**src/rtl/sync_fifo_if.sv**
```systemverilog
//------------------------------------------------------------------------------
// sync_fifo_if
//   Bundle of the producer/consumer request and status signals of sync_fifo.
//
//   Request/accept semantics: a write is accepted at a rising edge of clk
//   exactly when we=1 and full=0; a read is accepted exactly when re=1 and
//   empty=0. full and empty act as the "not ready" indications for the two
//   sides. A request made while not ready is ignored without error, so a
//   requester may either gate its own request or simply hold it until it is
//   accepted. clr outranks both requests in the cycle in which it is high.
//
//   master : producer/consumer side (drives clr, din, we, re)
//   slave  : FIFO side (drives dout, full, empty, almost_full, almost_empty, cnt)
//------------------------------------------------------------------------------
interface sync_fifo_if #(
   parameter int DW = 8,
   parameter int AW = 8
);
   logic          clr;
   logic [DW-1:0] din;
   logic          we;
   logic          re;
   logic [DW-1:0] dout;
   logic          full;
   logic          empty;
   logic          almost_full;
   logic          almost_empty;
   logic [AW:0]   cnt;

   modport master (
      output clr, din, we, re,
      input  dout, full, empty, almost_full, almost_empty, cnt
   );

   modport slave (
      input  clr, din, we, re,
      output dout, full, empty, almost_full, almost_empty, cnt
   );
endinterface

```
**src/rtl/sync_fifo.sv**
```systemverilog
//------------------------------------------------------------------------------
// sync_fifo
//   Single-clock FIFO of 2**AW words of DW bits, with a registered read port,
//   registered full/empty/almost flags and a registered fill count.
//
//   Ports
//     clk  : clock, all state changes on the rising edge
//     rst  : asynchronous reset, active-high
//     bus  : sync_fifo_if.slave
//              clr          synchronous clear, active-high
//              din / we     write data / write request
//              re           read request
//              dout         read data, valid right after the accepting edge
//              full, empty  fill-state flags
//              almost_full  free slots <= AFL
//              almost_empty stored words <= AEL
//              cnt          stored words, 0..2**AW
//------------------------------------------------------------------------------
module sync_fifo #(
   parameter int DW  = 8,
   parameter int AW  = 8,
   parameter int AFL = 4,
   parameter int AEL = 4
) (
   input logic        clk,
   input logic        rst,
   sync_fifo_if.slave bus
);

   localparam logic [AW:0] DEPTH_C  = {1'b1, {AW{1'b0}}};
   // almost_full: DEPTH - cnt <= AFL  <=>  cnt >= DEPTH - AFL
   localparam logic [AW:0] AF_THR_C = DEPTH_C - (AW+1)'(AFL);
   localparam logic [AW:0] AE_THR_C = (AW+1)'(AEL);

   logic [DW-1:0] mem [2**AW];

   // Pointers carry one extra MSB so that wp-rp spans 0..DEPTH.
   logic [AW:0]   wp_q, wp_d;
   logic [AW:0]   rp_q, rp_d;
   logic [AW:0]   cnt_q, cnt_d;
   logic          empty_q, empty_d;
   logic          full_q, full_d;
   logic          ae_q, ae_d;
   logic          af_q, af_d;
   logic [DW-1:0] dout_q, dout_d;

   logic          wr_acc;
   logic          rd_acc;

   // Requests are qualified here, so ungated requests are harmless.
   assign wr_acc = bus.we & ~full_q;
   assign rd_acc = bus.re & ~empty_q;

   always_comb begin
      wp_d   = wp_q;
      rp_d   = rp_q;
      dout_d = dout_q;
      if (bus.clr) begin
         wp_d   = '0;
         rp_d   = '0;
         dout_d = '0;
      end else begin
         if (wr_acc) wp_d = wp_q + {{AW{1'b0}}, 1'b1};
         if (rd_acc) begin
            rp_d   = rp_q + {{AW{1'b0}}, 1'b1};
            dout_d = mem[rp_q[AW-1:0]];
         end
      end
      // Flags are computed from the post-edge pointers so they register in
      // step with the pointer update.
      cnt_d   = wp_d - rp_d;
      empty_d = (cnt_d == '0);
      full_d  = (cnt_d == DEPTH_C);
      ae_d    = (cnt_d <= AE_THR_C);
      af_d    = (cnt_d >= AF_THR_C);
   end

   always_ff @(posedge clk or posedge rst) begin
      if (rst) begin
         wp_q    <= '0;
         rp_q    <= '0;
         cnt_q   <= '0;
         empty_q <= 1'b1;
         full_q  <= 1'b0;
         ae_q    <= 1'b1;
         af_q    <= 1'b0;
         dout_q  <= '0;
      end else begin
         wp_q    <= wp_d;
         rp_q    <= rp_d;
         cnt_q   <= cnt_d;
         empty_q <= empty_d;
         full_q  <= full_d;
         ae_q    <= ae_d;
         af_q    <= af_d;
         dout_q  <= dout_d;
      end
   end

   // Storage is deliberately left out of reset; a clear blocks the write.
   always_ff @(posedge clk) begin
      if (wr_acc && !bus.clr) mem[wp_q[AW-1:0]] <= bus.din;
   end

   assign bus.dout         = dout_q;
   assign bus.cnt          = cnt_q;
   assign bus.empty        = empty_q;
   assign bus.full         = full_q;
   assign bus.almost_empty = ae_q;
   assign bus.almost_full  = af_q;

endmodule

```
**src/flat_wrapper.sv**
```systemverilog
// flat-port wrapper written by rule: the top's interface ports become plain ports
module sync_fifo_flat 
#(
   parameter int DW  = 8,
   parameter int AW  = 8,
   parameter int AFL = 4,
   parameter int AEL = 4
)
  (clk, rst, bus_clr, bus_din, bus_we, bus_re, bus_dout, bus_full, bus_empty, bus_almost_full, bus_almost_empty, bus_cnt);
  sync_fifo_if #(.DW(DW), .AW(AW)) bus_i ();
  input logic clk;
  input logic rst;
  input wire logic [$bits(bus_i.clr)-1:0] bus_clr;
  input wire logic [$bits(bus_i.din)-1:0] bus_din;
  input wire logic [$bits(bus_i.we)-1:0] bus_we;
  input wire logic [$bits(bus_i.re)-1:0] bus_re;
  output wire logic [$bits(bus_i.dout)-1:0] bus_dout;
  output wire logic [$bits(bus_i.full)-1:0] bus_full;
  output wire logic [$bits(bus_i.empty)-1:0] bus_empty;
  output wire logic [$bits(bus_i.almost_full)-1:0] bus_almost_full;
  output wire logic [$bits(bus_i.almost_empty)-1:0] bus_almost_empty;
  output wire logic [$bits(bus_i.cnt)-1:0] bus_cnt;
  assign bus_i.clr = bus_clr;
  assign bus_i.din = bus_din;
  assign bus_i.we = bus_we;
  assign bus_i.re = bus_re;
  assign bus_dout = bus_i.dout;
  assign bus_full = bus_i.full;
  assign bus_empty = bus_i.empty;
  assign bus_almost_full = bus_i.almost_full;
  assign bus_almost_empty = bus_i.almost_empty;
  assign bus_cnt = bus_i.cnt;
  sync_fifo #(.DW(DW), .AW(AW), .AFL(AFL), .AEL(AEL)) u_core (.clk(clk), .rst(rst), .bus(bus_i));
endmodule
```
**config.mk**
```make
export PLATFORM = sky130hd
export DESIGN_NAME = sync_fifo_flat
export DESIGN_NICKNAME = d
export VERILOG_FILES = /design/src/rtl/sync_fifo_if.sv /design/src/rtl/sync_fifo.sv /design/src/flat_wrapper.sv
export SDC_FILE = /design/constraint.sdc
export NUM_CORES = 2
export LEC_CHECK = 0
export ABC_AREA = 1
export BUFFER_PORTS_ARGS = -buffer_cell sky130_fd_sc_hd__buf_4
export CAP_MARGIN = 40
export CORE_AREA = 2 2 444 314
export CTS_CLUSTER_DIAMETER = 30
export DETAILED_ROUTE_END_ITERATION = 6
export DIE_AREA = 0 0 446 316
export PLACE_DENSITY = 0.79
export SYNTH_ARGS = -nofsm -noshare
export SYNTH_HDL_FRONTEND = slang
export SYNTH_SLANG_ARGS = --single-unit
export TNS_END_PERCENT = 50
```
**constraint.sdc**
```tcl
create_clock -name clk -period 3.7 [get_ports clk]
set_clock_uncertainty 0.15 [all_clocks]
set_input_delay 0.37 -clock clk [delete_from_list [all_inputs] [get_ports clk]]
set_output_delay 0.37 -clock clk [all_outputs]
set_load 0.05 [all_outputs]
```
* Word level (Yosys, flattened, before mapping) *
Memories as Yosys holds them, arrays and structs flattened.
Cells that the tools add are included.
W data, S select, Z words.

word-level totals
  bits in registers = 39
  memory bits (writable) = 2048
  input bits = 13
  output and inout bits = 21
  logic and storage cells = 31
  memories = 1

operators by class
  add/subtract/negate cells = 3
  $lt $le $gt $ge = 2
  eq/ne operators = 1
  mux-type cells = 8
  bitwise logic cells = 4
  reduce and logical (&&, ||, !) cells = 4

memory list
  memory      words  bits a word  read ports  clocked after Yosys merged registers in  wr ports  RTL line         source
  u_core.mem  256    8            1           0                                        1         sync_fifo.sv:35  logic [DW-1:0] mem [2**AW];

operators by type and width
  cell                   count
  $mux W9                4
  $add A9 B1 Y9 const B  2
  $mux W8                2
  $eq A9 B9 Y1 const B   1
  $ge A9 B8 Y1 const B   1
  $le A9 B3 Y1 const B   1
  $logic_not A9 Y1       1
  $sub A9 B9 Y9          1
  $and A1 B1 Y1          2
  $mux W1                2
  $not A1 Y1             2
  $reduce_bool A2 Y1     1
  $logic_and A1 B1 Y1    1
  $logic_not A1 Y1       1

* Logic depth before layout (Yosys ltp) *
  word-level depth = 6
  mapped depth = 22
  gate-level depth less buffers = 22

* Least setup slack after synthesis *
Ideal clock, no wire load.

  kind = register -> register
  start point = reg u_core.rp_q[1]
  end point = reg u_core.empty_q (netlist: u_core.bus.empty)
  setup time = 68 ps
  data arrival time = 2756 ps
  required time = 3482 ps
  setup slack = 726 ps
  stages on the path, launching flop included = 16
  path buffers = 4
  period minus slack after synthesis = 2974 ps
  cells stage by stage = dfrtp_1 -> buf_4 -> buf_4 -> buf_4 -> buf_2 -> a22oi_1 -> inv_1 -> fa_1 -> inv_1 -> nand4_1 -> nand3_1 -> xor2_1 -> nand3_1 -> nor3_1 -> nand4_1 -> nor2_1

on the way
  word-level cells in the longest chain between the ends = 5

RTL lines
  item                      RTL line         source
  start: declaration        sync_fifo.sv:39  logic [AW:0] rp_q, rp_d;
  start signal: assignment  sync_fifo.sv:90  rp_q <= rp_d;
  $add A9 B1 Y9             sync_fifo.sv:65  rp_d = rp_q + {{AW{1'b0}}, 1'b1};
  $mux W9 *                 sync_fifo.sv:64  if (rd_acc) begin
  $mux W9 *                 sync_fifo.sv:58  if (bus.clr) begin
  named net u_core.rp_d[1]  sync_fifo.sv:39
  $sub A9 B9 Y9 *           sync_fifo.sv:71  cnt_d = wp_d - rp_d;
  $logic_not A9 Y1 *        sync_fifo.sv:72  empty_d = (cnt_d == '0);
  named net u_core.empty_d  sync_fifo.sv:41  logic empty_q, empty_d;
  end signal: assignment    sync_fifo.sv:92  empty_q <= empty_d;
  end: declaration          sync_fifo.sv:41

Mark *: on every way through the listed nets, which the timed path passes. The rest lies on a longest branch.
A chain may end at the register's enable or synchronous reset.

* Final worst setup path *
  start point = reg u_core.rp_q[0]
  end point = reg u_core.dout_q[4] (netlist: u_core.bus.dout[4])

on the way
  word-level cells in the longest chain between the ends = 3

RTL lines
  item                    RTL line         source
  $mem_v2 Z256 W8         --
  $mux W8                 sync_fifo.sv:64
  $mux W8                 sync_fifo.sv:58
  end signal: assignment  sync_fifo.sv:96  dout_q <= dout_d;
  end: declaration        sync_fifo.sv:45  logic [DW-1:0] dout_q, dout_d;

No other way between the ends. The select of a mux whose other input is x is not followed.

==> reports/results.tsv <==
stage	metric	value	unit
worst_setup_path	arrival time worst endpoint	4.10	ns
timing	Rel. slew slack	15.77	%
floorplanning	site row count	114	
place	HPWL after DPL	135300	µm
timing	Fmax achieved	291.9	MHz
layout	NumNets Final	7615	
logic_synthesis	Synth Area in Simple Gates	22.20	%
logic_synthesis	register area share after synthesis	72.91	%
logic_synthesis	Synth Area in XOR/XNOR	0.08176	%
logic_synthesis	Ys Warns	0	
logic_synthesis	syn nets	7528	
route	post-route DRC violation count	10	
cts	CTS tree	done	
worst_hold_path	worst hold stages	3	
layout	Core Util, Final	71.70	%
timing	RSZ-0062 raised after global routing	false	
global_route	initial antenna violation count	7	
worst_setup_path	CP required	4.37	ns
route	Via density	6.296	
worst_setup_path	crit path launch type	flop	
cts	Skew-Pair Late Insertion Delay	0.94	ns
route	Avg WL per Cell	25.19	µm
route	DRT antenna net count	0	
worst_setup_path	Crit-path slowest cell	buf_12	
floorplanning	starting density of the core	62.58	%
route	Via Count	60584	
layout	most common cell after layout, fill and taps aside	nand2_1	
layout	filler cell count	8597	
place	area of placed instances	87890	µm²
global_route	first-pass GRT wire length	359000	µm
timing	Setup WS post-layout	0.2737	ns
place	Place WS	0.2915	ns
timing	Fin Setup TNS	0	ns
global_route	number of global-route vias before repair	57666	
layout	commonest non-fill, non-tap cells in the layout	nand2_1, edfxtp_1, nand3_1	
place	Inst Count DP	9060	
worst_setup_path	CP Capture Type	flop	
logic_synthesis	flop and latch count out of synthesis	2087	
layout	fin area	98180	µm²
pwr	Cell Pwr Density	605.0	nW/µm²
worst_setup_path	crit-path max cell delay	0.65	ns
timing	post-route clock period utilization	92.60	%
timing	final hold vios	0	
timing	Final Critical Period	3.426	ns
worst_setup_path	WS Path Type	flop to flop	
outcome	violations in the final reports	design-rule violations	
cts	CTS max path bufs	4	
logic_synthesis	Synth cell types	38	
pwr	Pleak	36.44	nW
logic_synthesis	Mapped Avg Cell Area	11.42	µm²
logic_synthesis	post-synthesis compound-gate area fraction	1.501	%
logic_synthesis	post-synthesis adder-cell area fraction	0.2132	%
cts	Num CTS Buffers	310	
logic_synthesis	Mapped Cells	7501	
cts	clock sink total	2087	
cts	Reg clk slew, reported paths	0.06	ns
outcome	outcome	complete, but fails checks	
floorplanning	IO Count	34	
floorplanning	Die X	446	µm
worst_setup_path	Critical Path Fanout Max	241	
global_route	total global routing overflow	0	
timing	Finish-stage setup viols	0	
cts	htree depth	5	
logic_synthesis	multiplexer area fraction after synthesis	0	%
global_route	pin count of the biggest net entering global routing	242	
route	Initial DRC Count	10945	
floorplanning	core area	136900	µm²
logic_synthesis	Synth Cell Area	85690	µm²
timing	Max Slew Vio Count	0	
worst_setup_path	FF-to-FF path depth	14	
job	max-cap violations	0	
layout	synth-to-layout area growth	14.57	%
place	IO buf count	33	
global_route	global-route usage over all layers	34.37	%
cts	CTS root buf	clkbuf_16	
layout	Non-Filler Instances	9622	
logic_synthesis	largest family of logic cells by synthesized area	simple AND/OR/NAND/NOR gates	
layout	layout cell share with drive strength beyond 1	9.488	%
place	routability cong.	0.9448	
timing	Worst Tran Pin Value	1.264	ns
floorplanning	height of the die	316	µm
worst_hold_path	hold crit path type	primary input to flop	
pwr	Max IR drop VDD	0.0005309	V
route	routed wire length	242400	µm
floorplanning	DIE AREA	140900	µm²
worst_setup_path	Cell Chain, Critical Path	buf_4, buf_12, nand2_1, nand2_1, a21oi_1, nand3_1, nand3_1, nand2_1, nand2_1, nand2_1, nand2_1, nand3_1, nand3_1, nand2_1	
route	DRT Pass-1 Iters	7	
worst_setup_path	most frequent CP cell	nand2_1	
[worst paths after layout]
check,startpoint,end,slack [ns]
worst max register to register,u_core.rp_q[0],u_core.bus.dout[4],0.27
worst max-delay path,u_core.rp_q[0],u_core.bus.dout[4],0.27
worst min register to register,u_core.wp_q[8],u_core.wp_q[8],0.46
min in group asynchronous,rst,u_core.bus.cnt[2],0.33
worst min-delay path,bus_clr,u_core.wp_q[7],0.23
max in group asynchronous,rst,u_core.bus.almost_empty,2.55
[synth_stat cells (all sizes together)]
library cell	number	area, µm²
o21bai	1	7.510
dfrtp	37	925.9
a21oi	244	1221
nand3b	2	15.01
a22oi	1	7.510
or2	1	6.260
nor2	303	1176
nor3	13	65.06
nand4	14	87.58
inv	57	221.5
clkinv	3	12.51
dfstp	2	52.55
clkbuf	80	300.3
o21ai	7	35.03
a31oi	1	6.260
buf	379	2118
nand2	3026	11370
edfxtp	2048	61500
ha	13	162.7
xnor2	2	17.52
a31o	1	8.760
nand3	1259	6306
fa	1	20.02
xor2	6	52.55
[routing by layer]
metal / up-vias / routed length, µm / GRT usage (%)
li1: 26183 / - / -
met2: 4724 / 107300 / 50.28
met3: 756 / 35380 / 9.946
met1: 28915 / 88880 / 48.62
met5: - / 34 / 0
met4: 6 / 10780 / 15.07
[where the power goes]
group,internal [mW],switching (mW)
clock network,17.8,11.0
logic,1.08,3.35
registers,26.0,0.0847
total,44.9,14.5
[worst max-delay path, delay by kind of cell (launching register included)]
kind,cells,cell delay [ns]
DFF,1,0.40
and+or+nand+nor,11,1.48
AOI/OAI and AO/OA,1,0.07
buffers and inverters,2,0.93
[flip-flops by register name, indices dropped and copies added, names as in the netlist]
name / flops
u_core.mem: 2048
u_core.bus.cnt: 9
u_core.rp_q: 9
u_core.wp_q: 9
u_core.bus.dout: 8
u_core.bus.almost_empty: 1
u_core.bus.almost_full: 1
u_core.bus.empty: 1
u_core.bus.full: 1
[metrics by stage]
stage                     power, mW  hold slack (ns)
after floorplan               29.14           0.2982
after global placement        30.70           0.4415
after detailed placement      30.79           0.1195
after CTS                     59.24           0.2048
after global routing          60.75           0.2495
final                         59.39           0.2334
[kinds of logic (layout without fill, tap and decap cells)]
logic type                 Yosys count  after routing
AOI/OAI and AO/OA                  255            255
and+or+nand+nor                   4618           4618
buffers and inverters              519            838
xor gates and xnor gates             8              8
adders and majority gates           14             14
DFF                               2087           2087
other                                0              4
[area by class of cell]
cell class	instances	area (µm²)	area share [%]
diodes	4	10.01	0.01020
inverters	60	269.0	0.2740
clock inverters	204	2163	2.203
well taps	1798	2250	2.291
clock buffers	340	7975	8.123
multi-input cells	4895	20590	20.97
flip-flops and latches	2087	62490	63.65
repair buffers	234	2427	2.472
[what timing repair did]
item	in CTS	in global routing
endpoints found under the setup margin	0	1
resized for setup	0	1
buffers inserted	0	0
endpoints found under the hold margin	721	0
hold buffers	13	0
(Power assumes the default switching activity.)
